File: src/rtl/decode_stage.sv
// rtl/decode_stage.sv - IF/ID register, field decode, hazard/redirect control and ID/EX register
//
// Purpose:
//   Registers the fetched instruction and pc (IF/ID), decodes it, reads the
//   register file, resolves JMP/BEQ and load-use hazards by redirecting fetch,
//   and presents a registered ID/EX bundle to execute.
//
// Ports:
//   clk                  rising-edge clock shared with fetch
//   reset                asynchronous active-low reset
//   Instr[23:0], pc[7:0] instruction and pc at the current fetch PC
//   PCSrc, immediate     combinational fetch redirect (1 = load immediate)
//   rs1_addr, rs2_addr   combinational register-file read addresses
//   rd1, rd2             asynchronous register-file read data
//   ex_valid, ex_op, ex_rd, ex_a, ex_b, ex_imm, ex_pc   registered ID/EX bundle
//   halted               registered; stage is in HALT
//   illegal              registered, sticky; an opcode 9-15 was decoded

module decode_stage #(
  parameter logic [3:0] NOP_OP = 4'h0
) (
  input  logic        clk,
  input  logic        reset,
  input  logic [23:0] Instr,
  input  logic [7:0]  pc,
  output logic        PCSrc,
  output logic [7:0]  immediate,
  output logic [3:0]  rs1_addr,
  output logic [3:0]  rs2_addr,
  input  logic [7:0]  rd1,
  input  logic [7:0]  rd2,
  output logic        ex_valid,
  output logic [3:0]  ex_op,
  output logic [3:0]  ex_rd,
  output logic [7:0]  ex_a,
  output logic [7:0]  ex_b,
  output logic [7:0]  ex_imm,
  output logic [7:0]  ex_pc,
  output logic        halted,
  output logic        illegal
);

  localparam logic [3:0] OP_NOP   = 4'd0;
  localparam logic [3:0] OP_ADD   = 4'd1;
  localparam logic [3:0] OP_SUB   = 4'd2;
  localparam logic [3:0] OP_ADDI  = 4'd3;
  localparam logic [3:0] OP_LOAD  = 4'd4;
  localparam logic [3:0] OP_STORE = 4'd5;
  localparam logic [3:0] OP_BEQ   = 4'd6;
  localparam logic [3:0] OP_JMP   = 4'd7;
  localparam logic [3:0] OP_HALT  = 4'd8;

  typedef enum logic {ST_RUN, ST_HALT} state_t;

  state_t      r_state;
  logic        r_ifid_valid;
  logic [23:0] r_ifid_instr;
  logic [7:0]  r_ifid_pc;
  logic [7:0]  r_halt_pc;
  logic        r_halted;
  logic        r_illegal;
  logic        r_ex_valid;
  logic [3:0]  r_ex_op;
  logic [3:0]  r_ex_rd;
  logic [7:0]  r_ex_a;
  logic [7:0]  r_ex_b;
  logic [7:0]  r_ex_imm;
  logic [7:0]  r_ex_pc;

  logic [3:0]  w_op;
  logic [3:0]  w_rd;
  logic [3:0]  w_rs1;
  logic [3:0]  w_rs2;
  logic [7:0]  w_imm;
  logic [7:0]  w_target;
  logic        w_reads_rs1;
  logic        w_reads_rs2;
  logic        w_load_use;
  logic        w_taken;
  logic        w_in_halt;
  logic        w_issue;
  logic        w_halt_dec;
  logic        w_pcsrc;
  logic [7:0]  w_immediate;

  assign w_op  = r_ifid_instr[23:20];
  assign w_rd  = r_ifid_instr[19:16];
  assign w_rs1 = r_ifid_instr[15:12];
  assign w_rs2 = r_ifid_instr[11:8];
  assign w_imm = r_ifid_instr[7:0];

  // 8-bit add: carry out is dropped so targets wrap modulo 256
  assign w_target = r_ifid_pc + w_imm;

  assign w_reads_rs1 = (w_op == OP_ADD) || (w_op == OP_SUB) || (w_op == OP_ADDI) ||
                       (w_op == OP_LOAD) || (w_op == OP_STORE) || (w_op == OP_BEQ);
  assign w_reads_rs2 = (w_op == OP_ADD) || (w_op == OP_SUB) ||
                       (w_op == OP_STORE) || (w_op == OP_BEQ);

  assign w_load_use = r_ifid_valid && r_ex_valid && (r_ex_op == OP_LOAD) &&
                      ((w_reads_rs1 && (r_ex_rd == w_rs1)) ||
                       (w_reads_rs2 && (r_ex_rd == w_rs2)));

  assign w_taken = r_ifid_valid &&
                   ((w_op == OP_JMP) || ((w_op == OP_BEQ) && (rd1 == rd2)));

  assign w_in_halt = (r_state == ST_HALT);

  // Only ALU/memory ops occupy execute; control ops and NOP/illegal bubble
  assign w_issue = r_ifid_valid && !w_load_use && !w_in_halt &&
                   ((w_op == OP_ADD) || (w_op == OP_SUB) || (w_op == OP_ADDI) ||
                    (w_op == OP_LOAD) || (w_op == OP_STORE));

  assign w_halt_dec = !w_in_halt && r_ifid_valid && (w_op == OP_HALT) && !w_load_use;

  always_comb begin
    w_pcsrc     = 1'b0;
    w_immediate = 8'h00;
    if (w_in_halt) begin
      w_pcsrc     = 1'b1;
      w_immediate = r_halt_pc;
    end else if (w_load_use) begin
      // replay the stalled instruction once the LOAD has moved on
      w_pcsrc     = 1'b1;
      w_immediate = r_ifid_pc;
    end else if (w_taken) begin
      w_pcsrc     = 1'b1;
      w_immediate = w_target;
    end
  end

  always_ff @(posedge clk or negedge reset) begin
    if (!reset) begin
      r_state      <= ST_RUN;
      r_ifid_valid <= 1'b0;
      r_ifid_instr <= 24'h0;
      r_ifid_pc    <= 8'h0;
      r_halt_pc    <= 8'h0;
      r_halted     <= 1'b0;
      r_illegal    <= 1'b0;
      r_ex_valid   <= 1'b0;
      r_ex_op      <= 4'h0;
      r_ex_rd      <= 4'h0;
      r_ex_a       <= 8'h0;
      r_ex_b       <= 8'h0;
      r_ex_imm     <= 8'h0;
      r_ex_pc      <= 8'h0;
    end else begin
      // the slot fetched while redirecting is on the wrong path
      r_ifid_valid <= ~w_pcsrc;
      r_ifid_instr <= Instr;
      r_ifid_pc    <= pc;

      case (r_state)
        ST_RUN: begin
          if (w_halt_dec) begin
            r_state   <= ST_HALT;
            r_halted  <= 1'b1;
            r_halt_pc <= r_ifid_pc;
          end
        end
        default: r_state <= ST_HALT;
      endcase

      if (!w_in_halt && r_ifid_valid && (w_op > OP_HALT))
        r_illegal <= 1'b1;

      if (w_issue) begin
        r_ex_valid <= 1'b1;
        r_ex_op    <= w_op;
        r_ex_rd    <= w_rd;
        r_ex_a     <= rd1;
        r_ex_b     <= rd2;
        r_ex_imm   <= w_imm;
        r_ex_pc    <= r_ifid_pc;
      end else begin
        r_ex_valid <= 1'b0;
        r_ex_op    <= NOP_OP;
        r_ex_rd    <= 4'h0;
        r_ex_a     <= 8'h0;
        r_ex_b     <= 8'h0;
        r_ex_imm   <= 8'h0;
        r_ex_pc    <= 8'h0;
      end
    end
  end

  assign PCSrc     = w_pcsrc;
  assign immediate = w_immediate;
  assign rs1_addr  = w_rs1;
  assign rs2_addr  = w_rs2;
  assign ex_valid  = r_ex_valid;
  assign ex_op     = r_ex_op;
  assign ex_rd     = r_ex_rd;
  assign ex_a      = r_ex_a;
  assign ex_b      = r_ex_b;
  assign ex_imm    = r_ex_imm;
  assign ex_pc     = r_ex_pc;
  assign halted    = r_halted;
  assign illegal   = r_illegal;

endmodule

File: config.mk
export PLATFORM = sky130hd
export DESIGN_NAME = decode_stage
export DESIGN_NICKNAME = d
export VERILOG_FILES = /design/src/rtl/decode_stage.sv
export SDC_FILE = /design/constraint.sdc
export NUM_CORES = 1
export LEC_CHECK = 0
export ABC_AREA = 1
export CAP_MARGIN = 5
export CORE_MARGIN = 1
export CORE_UTILIZATION = 42
export CTS_CLUSTER_DIAMETER = 30
export CTS_CLUSTER_SIZE = 20
export DETAILED_ROUTE_END_ITERATION = 6
export MAX_ROUTING_LAYER = met4
export PLACE_DENSITY = 0.81
export SETUP_SLACK_MARGIN = 0.2
export SLEW_MARGIN = 0
export SYNTH_ARGS = -nofsm -noshare
export SYNTH_HDL_FRONTEND = slang
export SYNTH_SLANG_ARGS = --single-unit
File: constraint.sdc
create_clock -name clk -period 2 [get_ports clk]
set_clock_uncertainty 0.15 [all_clocks]
set_input_delay 0.5 -clock clk [delete_from_list [all_inputs] [get_ports clk]]
set_output_delay 0.5 -clock clk [all_outputs]
set_load 0.01 [all_outputs]
==> impl_metrics.csv, run 1 <==
group,metric,value,unit
layout,nFillCells,511,
synth,ys_types,27,
synth,ys_seq_elements,85,
critical_path,critical_path_arrival,2.29,ns
layout,instances_no_fill,686,
detailed_routing,drt_iter0_markers,231,
layout,final_common_cell,"dfrtp_1",
layout,drive_above_1_share,34.9,%
global_routing,grt_max_degree,32,
synth,syn_inst,385,
run_status,violations,"negative setup slack",
global_routing,overflow,0,
timing,setup_ws,-0.936,ns
detailed_routing,wl_met3,625,um
layout,layout_common_cells,"84 x dfrtp_1, 59 x nand2_1, 58 x inv_1",
timing,clock.fmax,0.341,GHz
timing,rsz0062_at_grt,"yes",
detailed_routing,wl_met2,5780,um
critical_path,max_stage_delay,0.40,ns
critical_path,cp_cell_sequence,"ha_2 -> fa_2 -> buf_4 -> xor2_2 -> nand3_1 -> nor2_1 -> nor2_1 -> nor2_2 -> buf_2",
timing,finalHoldViolCount,0,
power_and_ir_drop,finalPower,4.92,mW
critical_path,worst-path-max-fanout,3,
global_routing,antenna_found_initial,0,
power_and_ir_drop,swShare,30.8,%
layout,post-route-util,73.4,%
detailed_routing,drc,0,
min_path,hold_path.class,"in2reg",
clock_tree,h-tree-depth,3,
power_and_ir_drop,p_switching,1.51,mW
detailed_routing,vias,3374,
synth,ys_seq_area_share,59.4,%
placed_design,finalWeightedCongestion,0.801,
timing,fin_crit,2.94,ns
power_and_ir_drop,p_int,3.40,mW
synth,synth_nets,443,
floorplanning,floorplan.rows,33,
floorplanning,coreArea,0.00822,mm2
placed_design,dp.cells,624,
floorplanning,initial_core_util,43.6,%
clock_tree,clk_pin_slew_worst_paths,0.08,ns
detailed_routing,wl_per_cell,16.6,um
floorplanning,pin_count,110,
timing,period_share,147,%
detailed_routing,dr.max_layer_used,"met4",
global_routing,grt_pass1_wl,16400,um
floorplanning,die_h,94.4,um
global_routing,grt_usage,25.6,%
power_and_ir_drop,combPwrFrac,28.9,%
floorplanning,die_w,94.4,um
layout,syn2layout_area_growth,68.4,%
power_and_ir_drop,clkPwrFrac,30.6,%
placed_design,portBuffers,109,
synth,synth_area_leaders,"dfrtp_1 59%, nor2_1 8.2%, nand2_1 6.9%, inv_1 6.6%, nand3_1 3.6%",
critical_path,worst_path_max_delay_cell,"fa_2",
layout,final_nets,634,
synth,syn_area,0.00358,mm2
clock_tree,numCtsBuffers,9,
critical_path,endpoint_kind,"output port",
detailed_routing,drt-total-wl,11400,um
timing,setup_violations,49,
synth,syn_area_per_cell,9.30,um2
global_routing,grt_pass1_vias,3364,
clock_tree,cts_tree,"done",
critical_path,crit_top_cell,"nor2_1",
detailed_routing,drt_first_pass_iters,5,
synth,synth_top_area_share,59.4,%
floorplanning,fp.dieArea,0.00890,mm2
power_and_ir_drop,pwr_density_cell,815,mW/mm2
run_status,status,"finished, violations left",
detailed_routing,met1_length,4430,um
critical_path,start_kind,"flop",
power_and_ir_drop,p_leak,3.18,nW
power_and_ir_drop,vdd_drop_max,382,uV
timing,finalMaxSlewViolations,0,
clock_tree,clock_sinks,85,
clock_tree,clockBufferDepth,2,
clock_tree,ctsRootBufferMaster,"clkbuf_8",
critical_path,required,1.35,ns
power_and_ir_drop,seqPwrFrac,40.5,%
detailed_routing,routed_via_density,4.92,
clock_tree,worstSkewPairLatency,0.36,ns
critical_path,crit_type,"reg2out",
detailed_routing,ant_nets,0,
timing,fin_hold_ws,0.236,ns
layout,num_antenna_cells,0,
synth,yosys.area.top_type,"dfrtp_1",
job,drv_cap,0,
placed_design,dp_hpwl,6160,um
synth,synth_warnings,0,
==> power groups by stage <==
stage | clock (mW) | combinational [mW] | sequential (mW)
5_1_grt | 1.59 | 1.53 | 2.01
3_3_place_gp | 0 | 1.21 | 2.00
4_1_cts | 1.49 | 1.28 | 1.98
2_1_floorplan | 0 | 0.556 | 2.03
6_report | 1.50 | 1.42 | 1.99
3_5_place_dp | 0 | 1.24 | 2.01
==> metal layers <==
metal	track usage, %	vias up
met5	-	-
met4	11.2	0
met3	4.43	45
met2	42.6	178
met1	30.6	1624
li1	-	1527
==> synth_stat cells <==
| master | n |
|---|---|
| dfrtp_1 | 85 |
| clkbuf_1 | 1 |
| nor3_1 | 1 |
| nand3_1 | 26 |
| nand2_1 | 66 |
| conb_1 | 1 |
| buf_1 | 1 |
| xor2_1 | 8 |
| nor2_1 | 78 |
| buf_6 | 4 |
| o21bai_1 | 1 |
| buf_4 | 8 |
| a21oi_1 | 4 |
| o21ai_0 | 9 |
| nor3_4 | 1 |
| nor2_2 | 2 |
| nand4_1 | 2 |
| nand3_2 | 1 |
| fa_1 | 1 |
| ha_1 | 7 |
| nand4_4 | 1 |
| buf_2 | 1 |
| inv_1 | 63 |
| xnor2_1 | 8 |
| nand2_2 | 1 |
| inv_2 | 3 |
| nand2_4 | 1 |
==> through the flow <==
stage / setup TNS, ns / instance area [um2] / setup slack, ns
global placement: -9.90 / 5160 / -1.14
floorplan: -0.393 / 3690 / -0.166
global route: -17.46 / 6030 / -1.05
CTS: -7.36 / 5810 / -0.737
finish: -13.73 / 6030 / -0.936
detailed placement: -10.43 / 5160 / -1.18
==> cells by family (layout without fill, tap and decap cells) <==
logic type,after synthesis,after routing,synth area share (%)
xor+xnor,16,16,3.91
simple gates,180,180,21.4
other cells,1,1,0.105
flops,85,85,59.4
fa+ha+maj,8,8,3.00
buf+inv,81,277,10.2
compound gates,14,14,2.03
==> critical path: cells and delay by family (launching register included) <==
family | cells | cell delay, ns
XOR/XNOR | 1 | 0.13
adder cells (fa/ha/maj) | 2 | 0.61
AND/OR/NAND/NOR | 4 | 0.50
flip-flops | 1 | 0.39
buffers and inverters | 2 | 0.31
==> state kept, by name, summed over array words and instances, names as in the netlist <==
name / cells
ex_a: 8
ex_rd: 4
ex_valid: 1
ex_pc: 8
illegal: 1
r_ifid_instr: 24
r_halt_pc: 8
r_state: 1
ex_b: 8
ex_op: 4
ex_imm: 8
halted: 1
r_ifid_valid: 1
r_ifid_pc: 8
==> area by class of cell <==
type | count | area [um2] | area share [%]
inverters | 66 | 250 | 4.15
clock buffers | 9 | 124 | 2.05
well taps | 105 | 131 | 2.18
repair buffers | 195 | 1880 | 31.1
clock inverters | 7 | 123 | 2.03
multi-input cells | 219 | 1400 | 23.2
flip-flops and latches | 85 | 2130 | 35.3
==> worst paths after layout <==
check	startpoint	end	slack [ns]	cells past startpoint
setup / recovery	r_ifid_instr[0]$_DFF_PN0_	immediate[2]	-0.94	9
setup reg to reg	r_ifid_instr[21]$_DFF_PN0_	ex_rd[2]$_DFF_PN0_	-0.21	15
min in group asynchronous	reset	ex_a[3]$_DFF_PN0_	0.47	2
max in group asynchronous	reset	r_halt_pc[3]$_DFFE_PN0P_	0.72	3
hold / removal	rd2[2]	ex_b[2]$_DFF_PN0_	0.24	3
hold reg to reg	halted$_DFFE_PN0P_	halted$_DFFE_PN0P_	0.33	2
==> timing repair <==
item                                    CTS  global route
endpoints found under the hold margin    29             0
hold buffers                              1             0
endpoints found under the setup margin  108            63
buffers inserted                         33             8
pin swaps                                33            21
gates resized for setup                 175            58
gates cloned                              4             0
No activity file was read; power rests on OpenSTA's default activity.
==> inputs of run 2 (changes only) <==
- ABC_AREA: 1 -> default
- CORE_UTILIZATION: 42 -> 41
- PLACE_DENSITY: 0.81 -> 0.8
==> run 2 against run 1 <==
  * Highest routed layer unchanged
  * The run still ends with negative setup slack left
  * Final area is 5.4% lower
  * Critical path depth is 1 lower
  * Critical path type unchanged
  * Cell count is 21% lower
  * Critical endpoint is now immediate[4]
  * Synthesized cell count is 34% lower
  * Combinational power is 4% lower
==> impl_metrics.csv, run 2 <==
group,metric,value,unit
synth,synth_compound_area_share,6.16,%
layout,drive_above_1_share,43.6,%
layout,final_nets,497,
placed_design,dp_hpwl,5450,um
min_path,hold_path.class,"reg2reg",
power_and_ir_drop,seqPwrFrac,43.9,%
layout,num_antenna_cells,0,
detailed_routing,drt-total-wl,8860,um
detailed_routing,drc,0,
critical_path,r2r.worst_path.cells,14,
floorplanning,die_w,92.4,um
critical_path,timing.rr.start,"r_ifid_instr[8]$_DFF_PN0_",
critical_path,required,1.35,ns
min_path,hold_path_startpoint,"r_ifid_instr[19]$_DFF_PN0_",
synth,synth_top_family_by_area,"simple AND/OR/NAND/NOR gates",
critical_path,crit_type,"reg2out",
detailed_routing,ant_nets,0,
detailed_routing,wl_per_cell,16.2,um
synth,ys.flop_type,"dfrtp_1",
synth,yosys.area_share.xor_xnor,5.75,%
power_and_ir_drop,swShare,28.2,%
clock_tree,clockBufferDepth,2,
power_and_ir_drop,p_leak,2.83,nW
global_routing,use_met1,25.9,%
clock_tree,h-tree-depth,3,
power_and_ir_drop,p_switching,1.29,mW
power_and_ir_drop,p_int,3.30,mW
global_routing,grt_usage,22.0,%
detailed_routing,drt_first_pass_iters,4,
synth,synthAdderAreaFrac,3.21,%
critical_path,worst-path-max-fanout,2,
timing,setup-tns-final,-30.88,ns
synth,synth_common_cells,"85 x dfrtp_1, 40 x and2_1, 17 x xor2_1, 9 x buf_4, 8 x nand2_1",
critical_path,ff2ff_setup_slack,-0.61,ns
timing,rsz0062_at_grt,"yes",
synth,yosys.area.top_type,"dfrtp_1",
synth,ys_seq_area_share,63.4,%
critical_path,endpoint_kind,"output port",
timing,period_share,151,%
layout,largest_reg_flops,24,
placed_design,finalWeightedCongestion,0.739,
floorplanning,fp.dieArea,0.00854,mm2
global_routing,grt_pass1_vias,2741,
synth,postSynth.asyncResetShare,100,%
min_path,hold_path_end,"ex_rd[3]$_DFF_PN0_",
critical_path,critical_path_arrival,2.37,ns
power_and_ir_drop,vdd_drop_max,409,uV
timing,clock.fmax,0.331,GHz
power_and_ir_drop,pwr_density_cell,805,mW/mm2
power_and_ir_drop,combPwrFrac,29.9,%
clock_tree,worstSkewPairLatency,0.36,ns
floorplanning,initial_core_util,42.9,%
detailed_routing,drt_iter0_markers,63,
clock_tree,clock_sinks,85,
synth,synth-edff-count,0,
global_routing,gr-usage-met3,4.11,%
floorplanning,die_h,92.4,um
run_status,status,"finished, violations left",
floorplanning,coreArea,0.00781,mm2
synth,syn_area,0.00335,mm2
synth,synthSimpleGateAreaFrac,14.7,%
power_and_ir_drop,clkPwrFrac,26.3,%
layout,final_common_cell,"dfrtp_1",
job,drv_cap,0,
placed_design,portBuffers,109,
clock_tree,cts_tree,"done",
synth,syn_area_per_cell,13.2,um2
synth,synth_area_leaders,"dfrtp_1 63%, and2_1 7.5%, xor2_1 4.4%, ha_1 2.6%, buf_4 2.0%",
synth,synth_top_area_share,63.4,%
run_status,violations,"negative setup slack",
synth,ys_seq_elements,85,
synth,ys_types,42,
clock_tree,numCtsBuffers,9,
timing,setup_ws,-1.02,ns
layout,syn2layout_area_growth,70.2,%
global_routing,overflow,0,
global_routing,grt_pass1_wl,13600,um
min_path,holdPathStages,1,
global_routing,grt-busiest-layer,"met2",
clock_tree,ctsRootBufferMaster,"clkbuf_8",
clock_tree,clk_pin_slew_worst_paths,0.08,ns
global_routing,antenna_found_initial,0,
layout,post-route-util,73.1,%
synth,synth_warnings,0,
synth,yosysMostFrequentCell,"dfrtp_1",
floorplanning,pin_count,110,
synth,synth_nets,312,
critical_path,start_kind,"flop",
timing,setup_violations,50,
detailed_routing,vias,2562,
layout,regMostFlops,"r_ifid_instr",
layout,layout_common_cells,"83 x dfrtp_1, 50 x dlygate4sd2_1, 49 x buf_4",
synth,synth_mux_area_share,3.21,%
critical_path,r2r_end,"ex_pc[1]$_DFF_PN0_",
synth,syn_inst,254,
detailed_routing,routed_via_density,4.70,
global_routing,grt_max_degree,43,
timing,finalHoldViolCount,0,
timing,fin_crit,3.02,ns
floorplanning,floorplan.rows,32,
timing,finalMaxSlewViolations,0,
global_routing,grt_util_met2,37.0,%
## run 2: worst max-delay path: stages (launching register included)
cell and delay, ns:
dfrtp_1 0.39, ha_2 0.21, fa_2 0.35, a21o_1 0.18, a21oi_2 0.17, nor2b_2 0.08, or3_4 0.37, a21oi_2 0.12
buf_2 0.14
## run 2: kinds of logic after synthesis
| group | Yosys count |
|---|---|
| flops | 85 |
| compound gates | 28 |
| buf+inv | 21 |
| fa+ha+maj | 8 |
| mux | 10 |
| xor+xnor | 22 |
| other cells | 1 |
| simple gates | 79 |
## run 2: routing by layer
metal,vias up,part of all wire [%]
met5,-,0
met4,0,1.9
met3,14,4.9
met2,86,52
met1,1255,42
li1,1207,-
## run 2: worst max path at each step
stage,start,end,slack [ns],cells after the start
after floorplan,r_ifid_pc[0]$_DFF_PN0_,immediate[4],-0.43,7
after global placement,rd2[0],immediate[4],-1.46,8
after detailed placement,rd2[0],immediate[4],-1.54,8
after CTS,r_ifid_instr[1]$_DFF_PN0_,immediate[5],-1.07,8
after global routing,r_ifid_instr[0]$_DFF_PN0_,immediate[4],-1.10,8
final,r_ifid_instr[0]$_DFF_PN0_,immediate[4],-1.02,8
## run 2: stage by stage
stage	cell area (um2)	setup WS (ns)	cells	hold WS, ns	power [mW]
2_1_floorplan	3460	-0.430	254	0.0544	2.57
5_1_grt	5710	-1.10	545	0.330	4.82
3_5_place_dp	4970	-1.54	497	0.294	3.25
3_3_place_gp	4970	-1.46	497	0.284	3.21
4_1_cts	5480	-1.07	536	0.311	4.47
6_report	5710	-1.02	545	0.313	4.59
## run 2: power groups by stage
| stage | clock network (mW) | registers, mW | logic (mW) |
|---|---|---|---|
| floorplan | 0 | 2.06 | 0.517 |
| global placement | 0 | 2.03 | 1.18 |
| detailed placement | 0 | 2.04 | 1.21 |
| CTS | 1.22 | 2.01 | 1.24 |
| global route | 1.31 | 2.03 | 1.48 |
| finish | 1.21 | 2.01 | 1.37 |
## run 2: what timing repair did
item,in CTS,in global routing
setup endpoints to repair,107,67
pin swaps,16,13
resized for setup,181,41
cloned,5,3
endpoints found under the hold margin,30,0
hold buffers,1,0
setup buffers,18,6
## run 2: cell type report
type                    instances  area, um2
flip-flops and latches         85       2130
clock inverters                 3       46.3
fillers                       538       2100
clock buffers                  12        145
well taps                     102        128
inverters                       7       26.3
repair buffers                187       1790
multi-input cells             149       1440
==> edit (settings of run 1) <==
Reset style: synchronous (`reset`), changed in one clocked block. Comments in the files are not updated.
--- a/src/rtl/decode_stage.sv
+++ b/src/rtl/decode_stage.sv
@@ -131,3 +131,3 @@
 
-  always_ff @(posedge clk or negedge reset) begin
+  always_ff @(posedge clk) begin
     if (!reset) begin
Function: differs if reset is asserted again (counterexample within 4 cycles, from zero or initial values and one cycle with reset low); with reset held inactive, the same outputs for 10 cycles.
==> edit against run 1 <==
Critical path depth increased by 2; area after synthesis fell by 2.6%; design area rose by 0.64%; sequential cell count unchanged; highest routed layer unchanged; largest cell class is now buffers; wire length down 4.9%; setup slack improved by 0.29 ns; the flow still finishes with violations (setup timing).
Power is not compared: it rests on default switching activity, and its combinational part moved more than twofold at a synthesized area within 25%.
==> edit: results (changes against run 1) <==
----------------------------------------------------
[Synth]
  Top FF cell, synth ... sky130_fd_sc_hd__dfxtp_1
  Gate count of the mapped netlist ... 466 (+21%)
  Library cells used by synthesis ... 30 (+11%)
  Sequential area share after synthesis ... 48.78% (-11 points)
  Net count after synthesis ... 524 (+18%)
  Top cells by area in the synthesized netlist ... sky130_fd_sc_hd__dfxtp_1, sky130_fd_sc_hd__inv_1, sky130_fd_sc_hd__nand2_1
  Share of flip-flops with an asynchronous set or reset after synthesis ... 0% (-100 points)
  Most instantiated cells after synthesis ... sky130_fd_sc_hd__inv_1, sky130_fd_sc_hd__nand2_1, sky130_fd_sc_hd__dfxtp_1

[Global routing]
  Global-route total usage across every layer ... 26.46% (+0.87 points)
  Global-route met2 utilization ... 47.67% (+5.1 points)
  Via count of the first global-routing pass ... 3668 (+9.0%)
  Met3 track demand over resource in global routing ... 5.691% (+1.3 points)
  Maximum number of pins on one net before global-route repair ... 41 (+28%)
  Met1 layer usage reported by global route ... 27.51% (-3.1 points)
  Wire length of the first global-routing pass ... 16950 microns (+3.2%)
  Initial antenna violation count ... 0 (unchanged)

[Critical path]
  Slowest stage cell on the critical path ... sky130_fd_sc_hd__fa_2
  Data arrival time of the critical path ... 2.00 ns (-0.29 ns)
  Cells on worst reg2reg path ... 15 (unchanged)
  Crit. Startpoint ... r_ifid_instr[0]
  Worst setup path endpoint ... immediate[4]
  Worst R2R End ... ex_a[1]
  Crit path max fanout ... 3 (unchanged)
  Worst-case register-to-register setup slack ... -0.07 ns (+0.14 ns)
  Critical Path Max Stage Delay ... 0.37 ns (-0.03 ns)
  Startpoint of the most critical register-to-register path ... ex_rd[3]

[Place]
  Routability cong. ... 0.9057 (+13%)
  Post-DP HPWL ... 6120 microns (-0.69%)
  Post-place instance area ... 5121 sq um (-0.75%)
  Number of placed cells counting well taps ... 710 (+14%)
  Dpl ws ... -1.125 ns (+0.05553 ns)

[Route]
  Router iterations before antenna repair ... 4 (-1)
  Met3 wire length ... 516 microns (-17%)
  Wire length after detailed routing ... 10810 microns (-4.9%)
  Routed length on met1 ... 4367 microns (-1.5%)
  Routed wire length on met2 ... 5571 microns (-3.6%)
  Routed length per instance ... 13.77 microns (-17%)
  Iteration-0 DRC Markers ... 94 (-59%)
  Via Count ... 3560 (+5.5%)

[Finish]
  Net count, final ... 736 (+16%)
  Layout cells sized above 1 ... 35.43% (+0.49 points)
  Antenna cells ... 0 (unchanged)

[Outcome]
  Outcome ... finished with violations
  Failing checks ... setup timing

[Timing]
  Setup TNS after final layout ... -6.468 ns (+7.265 ns)
  Final Setup Violations ... 32 (-35%)
  Setup WS post-layout ... -0.6493 ns (+0.2862 ns)
  Min Hold Slack ... 0.2609 ns (+0.02473 ns)

[Min path]
  Hold path endpoint ... ex_rd[1]
  HP Start ... r_ifid_instr[17]
  Cell depth of the worst min-delay path ... 2 (-1)
  Kind of path behind the tightest hold check ... flop to flop

[Power and ir drop]
  Power density normalized to cell area ... 599.1 nW/um^2
  Power in the clock group ... 1.13 mW
  P_int ... 2.619 mW

[CTS]
  CTS root buf ... sky130_fd_sc_hd__clkbuf_8

----------------------------------------------------
==> edit: cell count changes after synthesis, sizes merged, moves of 3 or more <==
cell / delta
nand3: -3
dfxtp: +85
nand2: +29
nor2: +11
a21oi: +8
inv: +32
dfrtp: -85
clkbuf: +4
==> edit: area by class of cell <==
type / instances / area [sq um]
clock buffer: 9 / 123.9
clock inverter: 7 / 56.30
fill: 535 / 1818
inverter: 98 / 372.9
multi-input combinational: 266 / 1548
sequential: 85 / 1732
tap: 102 / 127.6
timing repair buffer: 218 / 2110
==> edit: cell families after synthesis <==
family | Yosys count | synth area share (%)
compound gates | 24 | 3.802
xor+xnor | 12 | 3.013
fa+ha+maj | 8 | 3.085
buf+inv | 116 | 14.35
flops | 85 | 48.78
other cells | 1 | 0.1075
simple gates | 220 | 26.87
==> edit: what timing repair did <==
action | CTS | global route
gates resized for setup | 199 | 38
pin swaps | 28 | 24
setup endpoints to repair | 101 | 51
setup buffers | 51 | 3
cloned | 5 | 0
